### config.mk
export PLATFORM = sky130hd
export DESIGN_NAME = id_stage_pipe_flat
export DESIGN_NICKNAME = d
export VERILOG_FILES = /design/src/rtl/id_stage_pipe_if.sv /design/src/rtl/id_stage_pipe.sv /design/src/flat_wrapper.sv
export SDC_FILE = /design/constraint.sdc
export NUM_CORES = 2
export LEC_CHECK = 0
export ABC_AREA = 0
export BUFFER_PORTS_ARGS = -buffer_cell sky130_fd_sc_hd__buf_2
export CAP_MARGIN = 20
export CORE_ASPECT_RATIO = 1.4
export CORE_MARGIN = 2
export CORE_UTILIZATION = 55
export DETAILED_ROUTE_END_ITERATION = 10
export PLACE_DENSITY = 0.72
export SKIP_LAST_GASP = 1
export SYNTH_ARGS = -nofsm -noshare
export SYNTH_HDL_FRONTEND = slang
export SYNTH_SLANG_ARGS = --single-unit
### constraint.sdc
create_clock -name clk -period 5.29 [get_ports clk]
set_input_delay 0.2645 -clock clk [delete_from_list [all_inputs] [get_ports clk]]
set_output_delay 0.2645 -clock clk [all_outputs]
set_load 0.01 [all_outputs]
### src/rtl/id_stage_pipe_if.sv
// Decode-stage bundle: fetch handshake, writeback port, EX hazard info and the
// registered ID/EX payload. The stage itself connects through the slave modport.
interface id_stage_pipe_if #(
    parameter int DATA_W = 32,
    parameter int INST_W = 32,
    parameter int REG_AW = 5,
    parameter int CNT_W  = 16
);
    logic [INST_W-1:0] iIR;
    logic              iValid;
    logic              oReady;
    logic              iR2Select;
    logic [1:0]        iSignExtCtrl;
    logic              iFlush;
    logic              rf_we;
    logic [REG_AW-1:0] WAddr;
    logic [DATA_W-1:0] WData;
    logic              iExLoad;
    logic [REG_AW-1:0] iExRd;
    logic              oValid;
    logic              iReady;
    logic [REG_AW-1:0] woRdsAddr;
    logic [REG_AW-1:0] woRs1Addr;
    logic [REG_AW-1:0] woRs2Addr;
    logic [DATA_W-1:0] woOP1;
    logic [DATA_W-1:0] woOP2;
    logic [DATA_W-1:0] woIMM;
    logic [CNT_W-1:0]  oStallCnt;

    modport slave (
        input  iIR, iValid, iR2Select, iSignExtCtrl, iFlush,
               rf_we, WAddr, WData, iExLoad, iExRd, iReady,
        output oReady, oValid, woRdsAddr, woRs1Addr, woRs2Addr,
               woOP1, woOP2, woIMM, oStallCnt
    );

    modport master (
        output iIR, iValid, iR2Select, iSignExtCtrl, iFlush,
               rf_we, WAddr, WData, iExLoad, iExRd, iReady,
        input  oReady, oValid, woRdsAddr, woRs1Addr, woRs2Addr,
               woOP1, woOP2, woIMM, oStallCnt
    );
endinterface

### src/rtl/id_stage_pipe.sv
// Decode stage: register file with write-first bypass, immediate extension and
// an ID/EX register with valid/ready handshake, flush and load-use stalling.
module id_stage_pipe #(
    parameter int DATA_W = 32,
    parameter int INST_W = 32,
    parameter int REG_AW = 5,
    parameter int IMM_W  = 17,
    parameter int CNT_W  = 16
) (
    input  logic           clk,
    input  logic           reset,
    id_stage_pipe_if.slave bus
);
    localparam int NREGS = 2**REG_AW;

    logic [DATA_W-1:0] r_rf [NREGS];
    logic              r_valid;
    logic [REG_AW-1:0] r_rd, r_rs1, r_rs2;
    logic [DATA_W-1:0] r_op1, r_op2, r_imm;
    logic [CNT_W-1:0]  r_cnt;

    logic [REG_AW-1:0] w_rd, w_rs1, w_rs2f, w_ra2;
    logic [IMM_W-1:0]  w_imm_raw;
    logic [DATA_W-1:0] w_imm, w_op1, w_op2;
    logic              w_wr, w_hz, w_adv;
    logic              w_unused;

    assign w_rd      = bus.iIR[22 +: REG_AW];
    assign w_rs1     = bus.iIR[17 +: REG_AW];
    assign w_rs2f    = bus.iIR[11 +: REG_AW];
    assign w_ra2     = bus.iR2Select ? w_rd : w_rs2f;
    assign w_imm_raw = bus.iIR[IMM_W-1:0];
    assign w_unused  = ^bus.iIR[INST_W-1:27];

    // r0 is never written, so it stays at its reset value of zero
    assign w_wr = bus.rf_we && (bus.WAddr != '0);

    always_ff @(posedge clk or negedge reset) begin
        if (!reset) begin
            for (int i = 0; i < NREGS; i++) r_rf[i] <= '0;
        end else if (w_wr) begin
            r_rf[bus.WAddr] <= bus.WData;
        end
    end

    always_comb begin
        w_op1 = (w_rs1 == '0) ? '0 : r_rf[w_rs1];
        w_op2 = (w_ra2 == '0) ? '0 : r_rf[w_ra2];
        if (w_wr && bus.WAddr == w_rs1) w_op1 = bus.WData;
        if (w_wr && bus.WAddr == w_ra2) w_op2 = bus.WData;
    end

    always_comb begin
        w_imm = '0;
        case (bus.iSignExtCtrl)
            2'b00:   w_imm = DATA_W'(w_imm_raw);
            2'b01:   w_imm = DATA_W'($signed(w_imm_raw));
            2'b10:   w_imm = DATA_W'($signed(w_imm_raw[15:0]));
            default: w_imm = DATA_W'({w_imm_raw[15:0], 16'b0});
        endcase
    end

    assign w_hz  = bus.iValid && bus.iExLoad && (bus.iExRd != '0) &&
                   ((bus.iExRd == w_rs1) || (bus.iExRd == w_ra2));
    assign w_adv = !r_valid || bus.iReady;

    always_ff @(posedge clk or negedge reset) begin
        if (!reset) begin
            r_valid <= 1'b0;
            r_rd    <= '0;
            r_rs1   <= '0;
            r_rs2   <= '0;
            r_op1   <= '0;
            r_op2   <= '0;
            r_imm   <= '0;
            r_cnt   <= '0;
        end else if (bus.iFlush) begin
            r_valid <= 1'b0;
        end else if (w_adv && w_hz) begin
            // bubble: fetch keeps presenting the same instruction
            r_valid <= 1'b0;
            if (r_cnt != '1) r_cnt <= r_cnt + CNT_W'(1);
        end else if (w_adv && bus.iValid) begin
            r_valid <= 1'b1;
            r_rd    <= w_rd;
            r_rs1   <= w_rs1;
            r_rs2   <= w_ra2;
            r_op1   <= w_op1;
            r_op2   <= w_op2;
            r_imm   <= w_imm;
        end else if (w_adv) begin
            r_valid <= 1'b0;
        end
    end

    assign bus.oReady    = w_adv && !w_hz;
    assign bus.oValid    = r_valid;
    assign bus.woRdsAddr = r_rd;
    assign bus.woRs1Addr = r_rs1;
    assign bus.woRs2Addr = r_rs2;
    assign bus.woOP1     = r_op1;
    assign bus.woOP2     = r_op2;
    assign bus.woIMM     = r_imm;
    assign bus.oStallCnt = r_cnt;
endmodule

### src/flat_wrapper.sv
// flat-port wrapper written by rule: the top's interface ports become plain ports
module id_stage_pipe_flat 
#(
    parameter int DATA_W = 32,
    parameter int INST_W = 32,
    parameter int REG_AW = 5,
    parameter int IMM_W  = 17,
    parameter int CNT_W  = 16
)
  (clk, reset, bus_iIR, bus_iValid, bus_iR2Select, bus_iSignExtCtrl, bus_iFlush, bus_rf_we, bus_WAddr, bus_WData, bus_iExLoad, bus_iExRd, bus_iReady, bus_oReady, bus_oValid, bus_woRdsAddr, bus_woRs1Addr, bus_woRs2Addr, bus_woOP1, bus_woOP2, bus_woIMM, bus_oStallCnt);
  id_stage_pipe_if #(.DATA_W(DATA_W), .INST_W(INST_W), .REG_AW(REG_AW), .CNT_W(CNT_W)) bus_i ();
  input  logic clk;
  input  logic reset;
  input wire logic [$bits(bus_i.iIR)-1:0] bus_iIR;
  input wire logic [$bits(bus_i.iValid)-1:0] bus_iValid;
  input wire logic [$bits(bus_i.iR2Select)-1:0] bus_iR2Select;
  input wire logic [$bits(bus_i.iSignExtCtrl)-1:0] bus_iSignExtCtrl;
  input wire logic [$bits(bus_i.iFlush)-1:0] bus_iFlush;
  input wire logic [$bits(bus_i.rf_we)-1:0] bus_rf_we;
  input wire logic [$bits(bus_i.WAddr)-1:0] bus_WAddr;
  input wire logic [$bits(bus_i.WData)-1:0] bus_WData;
  input wire logic [$bits(bus_i.iExLoad)-1:0] bus_iExLoad;
  input wire logic [$bits(bus_i.iExRd)-1:0] bus_iExRd;
  input wire logic [$bits(bus_i.iReady)-1:0] bus_iReady;
  output wire logic [$bits(bus_i.oReady)-1:0] bus_oReady;
  output wire logic [$bits(bus_i.oValid)-1:0] bus_oValid;
  output wire logic [$bits(bus_i.woRdsAddr)-1:0] bus_woRdsAddr;
  output wire logic [$bits(bus_i.woRs1Addr)-1:0] bus_woRs1Addr;
  output wire logic [$bits(bus_i.woRs2Addr)-1:0] bus_woRs2Addr;
  output wire logic [$bits(bus_i.woOP1)-1:0] bus_woOP1;
  output wire logic [$bits(bus_i.woOP2)-1:0] bus_woOP2;
  output wire logic [$bits(bus_i.woIMM)-1:0] bus_woIMM;
  output wire logic [$bits(bus_i.oStallCnt)-1:0] bus_oStallCnt;
  assign bus_i.iIR = bus_iIR;
  assign bus_i.iValid = bus_iValid;
  assign bus_i.iR2Select = bus_iR2Select;
  assign bus_i.iSignExtCtrl = bus_iSignExtCtrl;
  assign bus_i.iFlush = bus_iFlush;
  assign bus_i.rf_we = bus_rf_we;
  assign bus_i.WAddr = bus_WAddr;
  assign bus_i.WData = bus_WData;
  assign bus_i.iExLoad = bus_iExLoad;
  assign bus_i.iExRd = bus_iExRd;
  assign bus_i.iReady = bus_iReady;
  assign bus_oReady = bus_i.oReady;
  assign bus_oValid = bus_i.oValid;
  assign bus_woRdsAddr = bus_i.woRdsAddr;
  assign bus_woRs1Addr = bus_i.woRs1Addr;
  assign bus_woRs2Addr = bus_i.woRs2Addr;
  assign bus_woOP1 = bus_i.woOP1;
  assign bus_woOP2 = bus_i.woOP2;
  assign bus_woIMM = bus_i.woIMM;
  assign bus_oStallCnt = bus_i.oStallCnt;
  id_stage_pipe #(.DATA_W(DATA_W), .INST_W(INST_W), .REG_AW(REG_AW), .IMM_W(IMM_W), .CNT_W(CNT_W)) u_core (.clk(clk), .reset(reset), .bus(bus_i));
endmodule
After elaboration in Yosys (flattened, before gate mapping) --
Cells that the tools add are included.
Storage, ports and cells: register bits 1152, input bits 84, output and inout bits 129, word-level logic and storage cells 98
Operators by class: $add $sub $neg 1, $lt $le $gt $ge 4, equal/unequal tests 7, muxes and demuxes 19, bitwise logic cells 5, reductions and logical operators 22
Operator list (number):
- 1024-bit bitwise mux | 1
- 32-bit binary-select mux with 5-bit select | 2
- 32-bit two-way mux | 9
- 32-bit demux with 5-bit select | 1
- 32-bit one-hot mux with 3 select lines | 1
- 5-bit equality test | 4
- 6-bit greater-or-equal comparator, second input constant | 3
- 5-bit NOT with 6-bit output | 3
- 16-bit by 1-bit adder with 16-bit output, second input constant | 1
- 16-bit != test, second input constant | 1
- 1-bit logical AND | 10
- 5-bit zero test | 2
- 5-bit nonzero test | 2
- 6-bit by 1-bit less-than comparator with 1-bit output, second input constant | 1
- 3-bit AND reduction | 2
- 5-bit two-way mux | 1
- 1-bit two-way mux | 4
- 4-bit nonzero test | 1
- 2-bit by 1-bit equality test with 1-bit output, second input constant | 1
- 2-bit equality test, second input constant | 1
- 1-bit zero test | 2
- 2-bit zero test | 1
- 1-bit logical OR | 2
- 1-bit NOT | 2

Depth between registers and ports, before layout --
depth in word-level cells 7, gate-level depth with buffers 12, depth with buffers taken out 7

Least setup slack after synthesis --
Ideal clock, no wire load.
kind input to register, from input bus_iIR[17], to register u_core.r_op1[10], in the netlist u_core.bus.woOP1[10], setup time 126 ps, data arrival time 2435 ps, required time 5164 ps, setup slack 2729 ps, stages on the path 7, path buffers 2, cells stage by stage buf_2 clkbuf_1 mux4_2 mux4_2 mux2_2 a22oi_1 a21oi_1
On the way: word-level cells in the longest chain between the ends 6, elaborated cells on any way between the ends 15, those cells by class eq/ne: 2; mux: 5; bitwise: 2; reduce/logical: 6
Ends and longest elaborated chain:
- from (decl) | RTL line flat_wrapper.sv:14 | input wire logic [$bits(bus_i.iIR)-1:0] bus_iIR;
- 5-bit NOT with 6-bit output (not written as such) or 5-bit equality test (tied branches) | RTL line id_stage_pipe.sv:47, id_stage_pipe.sv:64
- 32-bit binary-select mux with 5-bit select or 1-bit logical OR (tied branches) | RTL line id_stage_pipe.sv:47, id_stage_pipe.sv:64
- 32-bit two-way mux (not written as such) or 1-bit logical AND (tied branches) | RTL line id_stage_pipe.sv:47, id_stage_pipe.sv:63
- 32-bit two-way mux (not written as such) or 1-bit logical AND (tied branches) | RTL line id_stage_pipe.sv:47, id_stage_pipe.sv:79
- 32-bit two-way mux or 1-bit NOT (tied branches)
- 32-bit two-way mux or 3-bit AND reduction (tied branches)
- to (signal assigned) | RTL line id_stage_pipe.sv:88 | r_op1 <= w_op1;
- to (decl) | RTL line id_stage_pipe.sv:19 | logic [DATA_W-1:0] r_op1, r_op2, r_imm;
Parallel ways exist; a longest one is shown, timed or not. The select of a mux whose other input is x is not followed. A chain may end at the register's enable or synchronous reset.

Final worst setup path --
from input bus_iIR[11], to register u_core.r_op2[26], in the netlist u_core.bus.woOP2[26]
On the way: word-level cells in the longest chain between the ends 7, elaborated cells on any way between the ends 16, those cells by class eq/ne: 2; mux: 6; bitwise: 2; reduce/logical: 6
Ends and longest elaborated chain:
- 5-bit two-way mux (*) | RTL line id_stage_pipe.sv:31 | assign w_ra2 = bus.iR2Select ? w_rd : w_rs2f;
- 5-bit NOT with 6-bit output (not written as such) or 5-bit equality test (tied branches) | RTL line id_stage_pipe.sv:48, id_stage_pipe.sv:64
- 32-bit binary-select mux with 5-bit select or 1-bit logical OR (tied branches) | RTL line id_stage_pipe.sv:48, id_stage_pipe.sv:64
- 32-bit two-way mux (not written as such) or 1-bit logical AND (tied branches) | RTL line id_stage_pipe.sv:48, id_stage_pipe.sv:63
- 32-bit two-way mux (not written as such) or 1-bit logical AND (tied branches) | RTL line id_stage_pipe.sv:48, id_stage_pipe.sv:79
- 32-bit two-way mux or 1-bit NOT (tied branches)
- 32-bit two-way mux or 3-bit AND reduction (tied branches)
- to (signal assigned) | RTL line id_stage_pipe.sv:89 | r_op2 <= w_op2;
- to (decl) | RTL line id_stage_pipe.sv:19
Mark *: on every way between the ends. The rest lies on a longest branch, timed or not. The select of a mux whose other input is x is not followed.

==> reports/qor.txt <==
Starting Density - 0.552
Netlist cell types - 54
total track usage - 0.331
P_leak - 28.5 nW
WL final - 181,000 um
Reg power frac - 0.459
critical setup path kind - input pin to register
DRT Pass-1 Iters - 6
DP HPWL - 105,000 um
Power Internal - 18.4 mW
fmax - 0.284 GHz
Logic pwr share - 0.208
Clock power frac - 0.333
grt ovf - 0
Clock Latency Late Sink - 740 ps
synth cell count leaders - dfrtp_1, mux2_2, mux4_2
H-tree levels - 3
CTS tree - built
Via Count - 40,900
Area Growth Syn to Fin - 11.0%
Sw Ratio - 0.279
largest fanout on the critical path - 14
launch point of the worst reg-to-reg path - u_core.bus.oValid
fill count - 8,195
clk_skew - 43.6 ps
worst-margin pin slew - 1190 ps
routed vias/inst - 6.90
layout cell share with drive strength beyond 1 - 0.469
Psw - 7.10 mW
Netlist Area Pre-Place - 59,800 um2
Routed Antenna Nets - 0
number of synthesized register bits - 1,152
post-synth net total - 4,470
Worst VDD drop - 0.279 mV
syn avg cell area - 13.6 um2
Residual DRC - 0
root buf cell - clkbuf_16
WP data required - 5870 ps
Pins Over Slew Limit - 0
Mapped Cells - 4,385
first-pass GRT wire length - 271,000 um
Synth top area share - 0.482
final setup fails - 0
Yosys warning count - 0
Core Util, Final - 0.613
Port Buffers - 207
CTS Buf Count - 111
Worst Setup SP - bus_iIR[11]
Multi-input gate area - 29,200 um2
Area after DPL - 62,100 um2
status - finished clean
Worst-path clk slew - 60 ps
clock sink total - 1,152
maxcap violations - 0
Non-Filler Cell Area, Final - 66,400 um2
Die ar. - 111,000 um2
Total Power - 25.5 mW
count leader, synth - dfrtp_1
die width - 283 um
slew margin rel. - 0.209
Sum Neg Setup Slack - 0 ps
# rows - 143
Die Y-Extent - 394 um
cell taking the most area after synthesis - dfrtp_1
Worst setup SP type - input pin
top post-synthesis cells by area - dfrtp_1, mux2_2, mux4_2
Setup crit end kind - register
vias in the first global route - 41,400
Fin. Hold Viols - 0
RSZ-0062 raised after global routing - false
DRT iter0 DRCs - 4,738
wire per inst - 30.6 um
Post-synth EDFFs - 0
register area share after synthesis - 0.482
hold crit path type - input pin to asynchronous set/reset pin
CP Data Arrival Time - 4100 ps
GP Congestion - 0.839
Core ar. - 108,000 um2
asr flop ratio synth - 1.00
# IOs - 213
PD cells - 384 nW/um2
initial antenna violation count - 7
Main synth FF type - dfrtp_1
post-CTS setup repair buffer count - 0
min Tclk post-route - 3520 ps
Storage cell area - 28,800 um2
Final nets - 4,465
post-route clock period utilization - 0.665
CTS max path bufs - 3
largest net degree at the start of global routing - 160
routing by layer:
metal	global-route usage	up-vias	share of wire
met3	0.0634	524	0.087
met5	0	-	0.00023
met4	0.167	8	0.054
met1	0.454	21700	0.38
li1	-	16400	-
met2	0.507	2209	0.47
cell type report:
| cell class | count | share of cell area |
|---|---|---|
| diodes | 5 | 0.000188 |
| clock buffers | 166 | 0.0504 |
| clock inverters | 40 | 0.00824 |
| inverters | 2 | 0.000113 |
| multi-input cells | 2755 | 0.440 |
| flip-flops and latches | 1152 | 0.434 |
| well taps | 1450 | 0.0273 |
| repair buffers | 358 | 0.0393 |
registers in the layout, summed over array words and instances (netlist names):
signal and flops:
u_core.r_rf 1024, u_core.bus.woIMM 32, u_core.bus.woOP1 32, u_core.bus.woOP2 32, u_core.bus.oStallCnt 16, u_core.bus.woRdsAddr 5
u_core.bus.woRs1Addr 5, u_core.bus.woRs2Addr 5, u_core.bus.oValid 1
power by group through the flow:
stage | Clock [mW] | Combinational, mW | Sequential (mW)
6_report | 8.49 | 5.32 | 11.7
5_1_grt | 8.92 | 5.70 | 11.9
4_1_cts | 8.57 | 5.33 | 11.6
3_5_place_dp | 0 | 5.28 | 11.8
3_3_place_gp | 0 | 5.14 | 11.7
2_1_floorplan | 0 | 3.88 | 11.5
cells in the final DEF, fill, tap and decap left out, types with 7 or more instances in the layout:
cell,n
buf_2,202
a21oi_1,299
dlygate4sd3_1,33
mux2_2,1018
nand2_1,466
nor4_1,31
nor2_4,14
mux4_2,483
a22oi_1,33
mux2_1,8
nand3_1,21
nor3_1,35
o22ai_1,63
dfrtp_1,1152
buf_4,94
xor2_1,10
clkinv_2,17
clkbuf_8,36
clkbuf_1,19
xnor2_1,25
a221oi_2,30
nor2_1,73
and3_1,7
nand2_2,15
bufinv_16,11
clkbuf_16,111
buf_12,24
o21ai_0,25
a2111oi_0,31
worst paths after layout:
| check | to | slack [ps] | depth (start not counted) |
|---|---|---|---|
| max in group asynchronous | u_core.r_rf[814] | 3690 | 3 |
| worst max-delay path | u_core.bus.woOP2[26] | 1770 | 10 |
| min in group clk | u_core.bus.woRs1Addr[2] | 100 | 3 |
| worst max register to register | u_core.bus.woRdsAddr[2] | 2760 | 7 |
| worst min-delay path | u_core.r_rf[539] | 90 | 2 |
| worst min register to register | u_core.r_rf[1013] | 400 | 0 |
worst max-delay path, cell delays in order:
cell and delay, ps:
dlygate4sd3_1 540, buf_2 160, mux2i_4 810, xnor2_1 140, or4_4 550, o21bai_4 610, buf_4 420, nor3_1 110
a221oi_2 340, a21oi_1 120
logic make-up (layout without fill, tap and decap cells):
family	Yosys count	in the layout	synth area share
muxes	1516	1516	0.377
AOI/OAI and AO/OA	505	505	0.0538
and+or+nand+nor	698	698	0.0488
buffers and inverters	478	566	0.0333
xor gates and xnor gates	35	35	0.00513
DFF	1152	1152	0.482
other	0	5	0
adders and majority gates	1	1	0.000209
through the flow:
stage	hold slack (ps)	std cells	setup WS, ps
after detailed placement	319	5683	1210
after global placement	320	5678	1250
after floorplan	-31.1	4385	2730
final	85.6	5928	1770
after CTS	58.7	5922	1800
after global routing	70.1	5925	1640
repair_timing:
item                                   4_1_cts  5_1_grt
endpoints found under the hold margin      113        0
gates resized for setup                      0        0
hold buffers                                33        0
(Power assumes the default switching activity.)
